### config.mk
export PLATFORM = sky130hd
export DESIGN_NAME = hilo_move_sequencer
export DESIGN_NICKNAME = d
export VERILOG_FILES = /design/src/rtl/hilo_move_sequencer_pkg.sv /design/src/rtl/hilo_move_sequencer_mem_wait_counter.sv /design/src/rtl/hilo_move_sequencer.sv
export SDC_FILE = /design/constraint.sdc
export NUM_CORES = 1
export LEC_CHECK = 0
export ABC_CLOCK_PERIOD_IN_PS = 2400
export CAP_MARGIN = 10
export CORE_ASPECT_RATIO = 1.25
export CORE_MARGIN = 2
export CORE_UTILIZATION = 40
export CTS_CLUSTER_SIZE = 28
export DETAILED_ROUTE_END_ITERATION = 8
export PLACE_DENSITY = 0.71
export REMOVE_ABC_BUFFERS = 1
export SKIP_CTS_REPAIR_TIMING = 1
export SLEW_MARGIN = 20
export SYNTH_ARGS = -nofsm -noshare
export SYNTH_HDL_FRONTEND = slang
export SYNTH_SLANG_ARGS = --single-unit
### constraint.sdc
create_clock -name clk -period 2.4 [get_ports clk]
set_input_delay 0.24 -clock clk [delete_from_list [all_inputs] [get_ports clk]]
set_output_delay 0.24 -clock clk [all_outputs]
set_load 0.1 [all_outputs]
### src/rtl/hilo_move_sequencer_pkg.sv
// -----------------------------------------------------------------------------
// hilo_move_sequencer_pkg
// Shared definitions for the HI/LO move control sequencer:
//   - state_t  : sequencer state encoding (also exposed on the debug port)
//   - ctrl_t   : bundle of datapath control enables driven by the sequencer
//   - opcode width and the four HI/LO move opcodes
// -----------------------------------------------------------------------------
package hilo_move_sequencer_pkg;

  localparam int OPW = 5;

  localparam logic [OPW-1:0] OP_MFHI = 5'b10111;
  localparam logic [OPW-1:0] OP_MFLO = 5'b11000;
  localparam logic [OPW-1:0] OP_MTHI = 5'b10101;
  localparam logic [OPW-1:0] OP_MTLO = 5'b10110;

  // Width of the memory wait-state counter; MEM_WAIT is limited to 0..15.
  localparam int WAIT_W = 4;

  typedef enum logic [2:0] {
    ST_IDLE  = 3'd0,
    ST_F0    = 3'd1,
    ST_FWAIT = 3'd2,
    ST_F1    = 3'd3,
    ST_F2    = 3'd4,
    ST_EXEC  = 3'd5,
    ST_FAULT = 3'd6
  } state_t;

  typedef struct packed {
    logic pc_out;
    logic mar_in;
    logic inc_pc;
    logic ram_rd;
    logic read;
    logic mdr_in;
    logic mdr_out;
    logic ir_in;
    logic gra;
    logic r_enable_in;
    logic r_out;
    logic hi_in;
    logic lo_in;
    logic hi_out;
    logic lo_out;
  } ctrl_t;

  localparam ctrl_t CTRL_NONE = '0;

endpackage

### src/rtl/hilo_move_sequencer_mem_wait_counter.sv
// -----------------------------------------------------------------------------
// hilo_move_sequencer_mem_wait_counter
// Small down-counter that times the RAM read wait states between FETCH0 and
// FETCH1. Loaded on leaving F0, decremented once per wait cycle, and reports
// when it has reached zero.
// Ports:
//   clk      in  1       system clock, rising edge
//   rst      in  1       asynchronous, active-high reset (count -> 0)
//   load     in  1       load count with load_val (has priority over dec)
//   load_val in  WAIT_W  value to load
//   dec      in  1       decrement by one (holds at zero)
//   zero     out 1       count == 0
// -----------------------------------------------------------------------------
module hilo_move_sequencer_mem_wait_counter
  import hilo_move_sequencer_pkg::*;
(
  input  logic              clk,
  input  logic              rst,
  input  logic              load,
  input  logic [WAIT_W-1:0] load_val,
  input  logic              dec,
  output logic              zero
);

  logic [WAIT_W-1:0] cnt;

  always_ff @(posedge clk or posedge rst) begin
    if (rst) begin
      cnt <= '0;
    end else if (load) begin
      cnt <= load_val;
    end else if (dec && (cnt != '0)) begin
      cnt <= cnt - 1'b1;
    end
  end

  assign zero = (cnt == '0);

endmodule

### src/rtl/hilo_move_sequencer.sv
// -----------------------------------------------------------------------------
// hilo_move_sequencer
// Hardwired control sequencer for CPU_datapath: instruction fetch plus the
// four HI/LO move instructions (mfhi, mflo, mthi, mtlo). Optional RAM read
// wait states, a level run input, a one-cycle done pulse on retire, a retired
// instruction counter and a sticky illegal-opcode trap.
//
// Handshake: run is a level. It is sampled in IDLE to start a fetch and in
// EXEC to decide between an immediate back-to-back fetch (run=1) and IDLE
// (run=0). A started instruction always completes; done pulses for exactly
// the EXEC cycle of every legal instruction.
//
// Ports:
//   clk, rst                         clock, async active-high reset
//   run                              level, keep executing instructions
//   opcode[OPW]                      IR[31:27] from the datapath (valid in EXEC)
//   PCout..IRin                      fetch controls
//   Gra, R_enableIn, Rout            register-file select/enables
//   HIin, LOin, HIout, LOout         HI/LO enables
//   busy                             1 except in IDLE/FAULT
//   done                             one-cycle retire pulse
//   illegal                          1 while in FAULT (sticky until rst)
//   retired[CNT_W]                   retired instruction count (wraps)
//   state_dbg[3]                     current state encoding, for observation
// -----------------------------------------------------------------------------
module hilo_move_sequencer
  import hilo_move_sequencer_pkg::*;
#(
  parameter int             MEM_WAIT = 0,
  parameter int             CNT_W    = 16,
  parameter logic [OPW-1:0] OP_MFHI_P = OP_MFHI,
  parameter logic [OPW-1:0] OP_MFLO_P = OP_MFLO,
  parameter logic [OPW-1:0] OP_MTHI_P = OP_MTHI,
  parameter logic [OPW-1:0] OP_MTLO_P = OP_MTLO
) (
  input  logic             clk,
  input  logic             rst,
  input  logic             run,
  input  logic [OPW-1:0]   opcode,
  output logic             PCout,
  output logic             MARin,
  output logic             IncPC,
  output logic             RAMrd,
  output logic             Read,
  output logic             MDRin,
  output logic             MDRout,
  output logic             IRin,
  output logic             Gra,
  output logic             R_enableIn,
  output logic             Rout,
  output logic             HIin,
  output logic             LOin,
  output logic             HIout,
  output logic             LOout,
  output logic             busy,
  output logic             done,
  output logic             illegal,
  output logic [CNT_W-1:0] retired,
  output logic [2:0]       state_dbg
);

  localparam bit HAS_WAIT = (MEM_WAIT > 0);
  // F0 itself is not a wait cycle, so the counter starts one below MEM_WAIT.
  localparam logic [WAIT_W-1:0] WAIT_LOAD =
    HAS_WAIT ? WAIT_W'(MEM_WAIT - 1) : '0;

  state_t state;
  state_t state_nxt;
  ctrl_t  ctrl;

  logic cnt_load;
  logic cnt_dec;
  logic cnt_zero;

  logic is_mfhi;
  logic is_mflo;
  logic is_mthi;
  logic is_mtlo;
  logic legal;

  assign is_mfhi = (opcode == OP_MFHI_P);
  assign is_mflo = (opcode == OP_MFLO_P);
  assign is_mthi = (opcode == OP_MTHI_P);
  assign is_mtlo = (opcode == OP_MTLO_P);
  assign legal   = is_mfhi | is_mflo | is_mthi | is_mtlo;

  hilo_move_sequencer_mem_wait_counter u_wait (
    .clk      (clk),
    .rst      (rst),
    .load     (cnt_load),
    .load_val (WAIT_LOAD),
    .dec      (cnt_dec),
    .zero     (cnt_zero)
  );

  // State register.
  always_ff @(posedge clk or posedge rst) begin
    if (rst) begin
      state <= ST_IDLE;
    end else begin
      state <= state_nxt;
    end
  end

  // Next-state and wait-counter control.
  always_comb begin
    state_nxt = state;
    cnt_load  = 1'b0;
    cnt_dec   = 1'b0;
    case (state)
      ST_IDLE: begin
        if (run) state_nxt = ST_F0;
      end
      ST_F0: begin
        if (HAS_WAIT) begin
          state_nxt = ST_FWAIT;
          cnt_load  = 1'b1;
        end else begin
          state_nxt = ST_F1;
        end
      end
      ST_FWAIT: begin
        if (cnt_zero) state_nxt = ST_F1;
        else          cnt_dec   = 1'b1;
      end
      ST_F1:   state_nxt = ST_F2;
      ST_F2:   state_nxt = ST_EXEC;
      ST_EXEC: begin
        if (!legal)   state_nxt = ST_FAULT;
        else if (run) state_nxt = ST_F0;
        else          state_nxt = ST_IDLE;
      end
      ST_FAULT: state_nxt = ST_FAULT;
      default:  state_nxt = ST_IDLE;
    endcase
  end

  // Output decode from the registered state. Only EXEC looks at opcode,
  // which the datapath holds stable in IR for the whole EXEC cycle. Each
  // state enables at most one bus driver and at most one of HIin/LOin.
  always_comb begin
    ctrl = CTRL_NONE;
    done = 1'b0;
    case (state)
      ST_F0: begin
        ctrl.pc_out = 1'b1;
        ctrl.mar_in = 1'b1;
        ctrl.inc_pc = 1'b1;
        ctrl.ram_rd = 1'b1;
      end
      ST_FWAIT: ctrl.ram_rd = 1'b1;
      ST_F1: begin
        ctrl.ram_rd = 1'b1;
        ctrl.read   = 1'b1;
        ctrl.mdr_in = 1'b1;
      end
      ST_F2: begin
        ctrl.mdr_out = 1'b1;
        ctrl.ir_in   = 1'b1;
      end
      ST_EXEC: begin
        // An illegal opcode leaves every enable low, including Gra.
        ctrl.gra = legal;
        done     = legal;
        if (is_mfhi) begin
          ctrl.hi_out      = 1'b1;
          ctrl.r_enable_in = 1'b1;
        end else if (is_mflo) begin
          ctrl.lo_out      = 1'b1;
          ctrl.r_enable_in = 1'b1;
        end else if (is_mthi) begin
          ctrl.r_out = 1'b1;
          ctrl.hi_in = 1'b1;
        end else if (is_mtlo) begin
          ctrl.r_out = 1'b1;
          ctrl.lo_in = 1'b1;
        end
      end
      default: ctrl = CTRL_NONE;
    endcase
  end

  // Retired counter; wraps naturally at 2^CNT_W.
  always_ff @(posedge clk or posedge rst) begin
    if (rst) begin
      retired <= '0;
    end else if ((state == ST_EXEC) && legal) begin
      retired <= retired + 1'b1;
    end
  end

  assign busy      = (state != ST_IDLE) && (state != ST_FAULT);
  assign illegal   = (state == ST_FAULT);
  assign state_dbg = state;

  assign PCout      = ctrl.pc_out;
  assign MARin      = ctrl.mar_in;
  assign IncPC      = ctrl.inc_pc;
  assign RAMrd      = ctrl.ram_rd;
  assign Read       = ctrl.read;
  assign MDRin      = ctrl.mdr_in;
  assign MDRout     = ctrl.mdr_out;
  assign IRin       = ctrl.ir_in;
  assign Gra        = ctrl.gra;
  assign R_enableIn = ctrl.r_enable_in;
  assign Rout       = ctrl.r_out;
  assign HIin       = ctrl.hi_in;
  assign LOin       = ctrl.lo_in;
  assign HIout      = ctrl.hi_out;
  assign LOout      = ctrl.lo_out;

endmodule

==> results.sh <==
export IMPL_start_util_pct=41.9
export IMPL_worstSetupStartpointType="primary input"
export IMPL_rsz0062_at_grt="no"
export IMPL_die_area_um2=3860
export IMPL_area_growth_syn_to_layout_pct=38.4
export IMPL_path_clk_slew_ns=0.08
export IMPL_maxCapViolations=0
export IMPL_antenna_found_initial=0
export IMPL_setup_tns_ns=0
export IMPL_worstReg2RegEnd="retired[14]$_DFFE_PP0P_"
export IMPL_vias=1122
export IMPL_p_sw_mw=1.36
export IMPL_drive_gt1_share_pct=33.7
export IMPL_power_mw=2.20
export IMPL_clock_fmax_mhz=448
export IMPL_critPathSlowestCell="or4b_4"
export IMPL_grt_start_max_net_pins=24
export IMPL_yosysMostFrequentCell="dfrtp_1"
export IMPL_crit_arrival_ns=1.99
export IMPL_grt_pass1_wl_um=4850
export IMPL_place_port_buffers=44
export IMPL_core_region_area_um2=3220
export IMPL_crit_path_end_kind="primary output"
export IMPL_vias_per_cell=5.29
export IMPL_yosys_top_cells_count="dfrtp_1, xor2_1, nor2_1"
export IMPL_netlist_instances=131
export IMPL_wl_per_cell_um=13.8
export IMPL_synth_edff_count=0
export IMPL_reg2reg_depth=4
export IMPL_grt_ovfl_total=0
export IMPL_cts_root_buf="clkbuf_8"
export IMPL_setup_viol=0
export IMPL_fin_cells=212
export IMPL_ys_seq_area_share_pct=42.6
export IMPL_setup_ws_ns=0.170
export IMPL_gr_usage_all_layers_pct=16.0
export IMPL_io_pins=45
export IMPL_rrSetupSlack_ns=0.52
export IMPL_worst_slew_pin_slew_ns=0.651
export IMPL_cp_cell_sequence="clkdlybuf4s50_1 > or4b_4 > o21a_4 > nor2_1 > buf_4 > buf_12"
export IMPL_critPathTopFamily="buffers and inverters"
export IMPL_power_frac_clock_pct=10.9
export IMPL_clk_latency_ns=0.26
export IMPL_synth_top_cells_by_area="dfrtp_1, xor2_1, nor4b_2"
export IMPL_synth_distinct_cells=36
export IMPL_fin_crit_ns=2.23
export IMPL_cts_buffers=3
export IMPL_relSlewSlack_pct=56.5
export IMPL_fillers=293
export IMPL_fin_skew_ns=0.00256
export IMPL_combPwrFrac_pct=65.1
export IMPL_initialDrtViolationCount=18
export IMPL_irDropWorstVdd_mv=1.02
export IMPL_slew_viol_final=0
export IMPL_worst_path_buf_inv=3
export IMPL_required_ns=2.16
export IMPL_seqPwrFrac_pct=24.1
export IMPL_p_leak_nw=0.894
export IMPL_async_reset_ff_share_pct=100
export IMPL_synth_ff_type="dfrtp_1"
export IMPL_htree_num_levels=1
export IMPL_cpPeakStageDelay_ns=0.57
export IMPL_synth_top_area_share_pct=42.6
export IMPL_worstSetupPathType="in2out"
export IMPL_hpwl_um=2230
export IMPL_crit_start="opcode[0]"
export IMPL_p_sw_share_pct=61.8
export IMPL_routed_wirelength_um=2930
export IMPL_rows=23
export IMPL_die_w_um=56.0
export IMPL_yosys_area_top_type="dfrtp_1"
export IMPL_syn_avg_cell_area_um2=10.3
export IMPL_grt_pass1_vias=1113
export IMPL_place_area_um2=1820
export IMPL_die_height_um=69.0
export IMPL_ys_ff_latch=23
export IMPL_drcViolationCount=0
export IMPL_gp_congestion=0.807
export IMPL_utilization_pct=58.0
export IMPL_dpl_cell_count=208
export IMPL_status="finished clean"
export IMPL_cts_tree="yes"
export IMPL_powerDensity_nw_per_um2=1180
export IMPL_worstPathMaxFanout=14
export IMPL_r2r_start="state_dbg[2]$_DFFE_PP0P_"
export IMPL_postRouteAntennaNets=0
export IMPL_whs_ns=0.319
export IMPL_first_pass_iters=4
export IMPL_hold_path_class="in2async"
export IMPL_design_area_um2=1870
export IMPL_fin_crit_sh_pct=92.9
export IMPL_synth_warnings=0
export IMPL_syn_cell_area_um2=1350
export IMPL_antennaDiodeCount=0
export IMPL_hold_viol=0
export IMPL_cts_sinks=23
export IMPL_num_nets_final=186
export IMPL_dp_worst_setup_slack_ns=0.134
export IMPL_clk_path_buf_depth=2
export IMPL_intPower_mw=0.841
==> power groups by stage <==
| stage | registers (mW) | logic, mW | clock network [mW] |
|---|---|---|---|
| after floorplan | 0.860 | 0.772 | 0 |
| after global placement | 0.531 | 1.42 | 0 |
| after detailed placement | 0.537 | 1.43 | 0 |
| after CTS | 0.529 | 1.44 | 0.253 |
| after global routing | 0.542 | 1.48 | 0.265 |
| final | 0.530 | 1.43 | 0.239 |
==> placed cells by master (no fill, tap or decap), drive strengths merged <==
cell           count
clkbuf             3
nor2              12
a31oi              1
a2bb2oi            1
a2111oi            1
nand4b             1
and3               2
and2               1
and4               2
buf               42
mux2               1
clkinv             1
nand2             10
nor4b              5
a21oi              2
o21a               1
xor2              13
xnor2              6
or2                1
or4b               1
clkdlybuf4s50      7
nor3b              2
ha                 2
o21ai              4
and4b              1
nand3              5
nor3               6
nand2b             4
o211ai             1
inv                5
nand4              3
nor4               5
dfrtp             23
==> how the worst max path moves through the flow <==
| stage | depth (start not counted) | slack [ns] | end |
|---|---|---|---|
| after global routing | 5 | 0.08 | R_enableIn |
| after detailed placement | 6 | 0.13 | retired[1]$_DFFE_PP0P_ |
| after floorplan | 2 | -3.21 | IRin |
| after CTS | 6 | 0.15 | done |
| final | 6 | 0.17 | done |
| after global placement | 6 | 0.17 | retired[1]$_DFFE_PP0P_ |
==> worst min-delay path: stages <==
cell,delay (ns)
clkdlybuf4s50_1,0.40
inv_1,0.05
buf_4,0.29
==> per-layer routing <==
layer / GRT usage [%] / vias up / routed length (um)
li1: - / 546 / -
met1: 20.3 / 543 / 1230
met2: 27.5 / 31 / 1540
met3: 2.24 / 2 / 124
met4: 7.14 / 0 / 27
met5: 0 / - / 0
==> sequential cells by signal (all words and copies together) (netlist names) <==
signal and count:
retired 16, u_wait.cnt 4, state_dbg 3
==> cells by family after synthesis <==
| kind of cell | count (synthesis) | synth area share, % |
|---|---|---|
| AOI/OAI and AO/OA | 11 | 6.12 |
| xor gates and xnor gates | 19 | 12.3 |
| adders and majority gates | 2 | 1.85 |
| buffers and inverters | 14 | 5.84 |
| DFF | 23 | 42.6 |
| muxes | 1 | 0.834 |
| and+or+nand+nor | 61 | 30.4 |
==> area by class of cell <==
cell class | count | area, um^2 | share of cell area, %
Tap cell | 37 | 46.3 | 2.48
Timing Repair Buffer | 49 | 485 | 26.0
Sequential cell | 23 | 576 | 30.8
Clock buffer | 3 | 41.3 | 2.21
Inverter | 5 | 18.8 | 1.00
Multi-Input combinational cell | 94 | 696 | 37.2
Clock inverter | 1 | 5.00 | 0.268
Power figures use the tool's default switching activity.
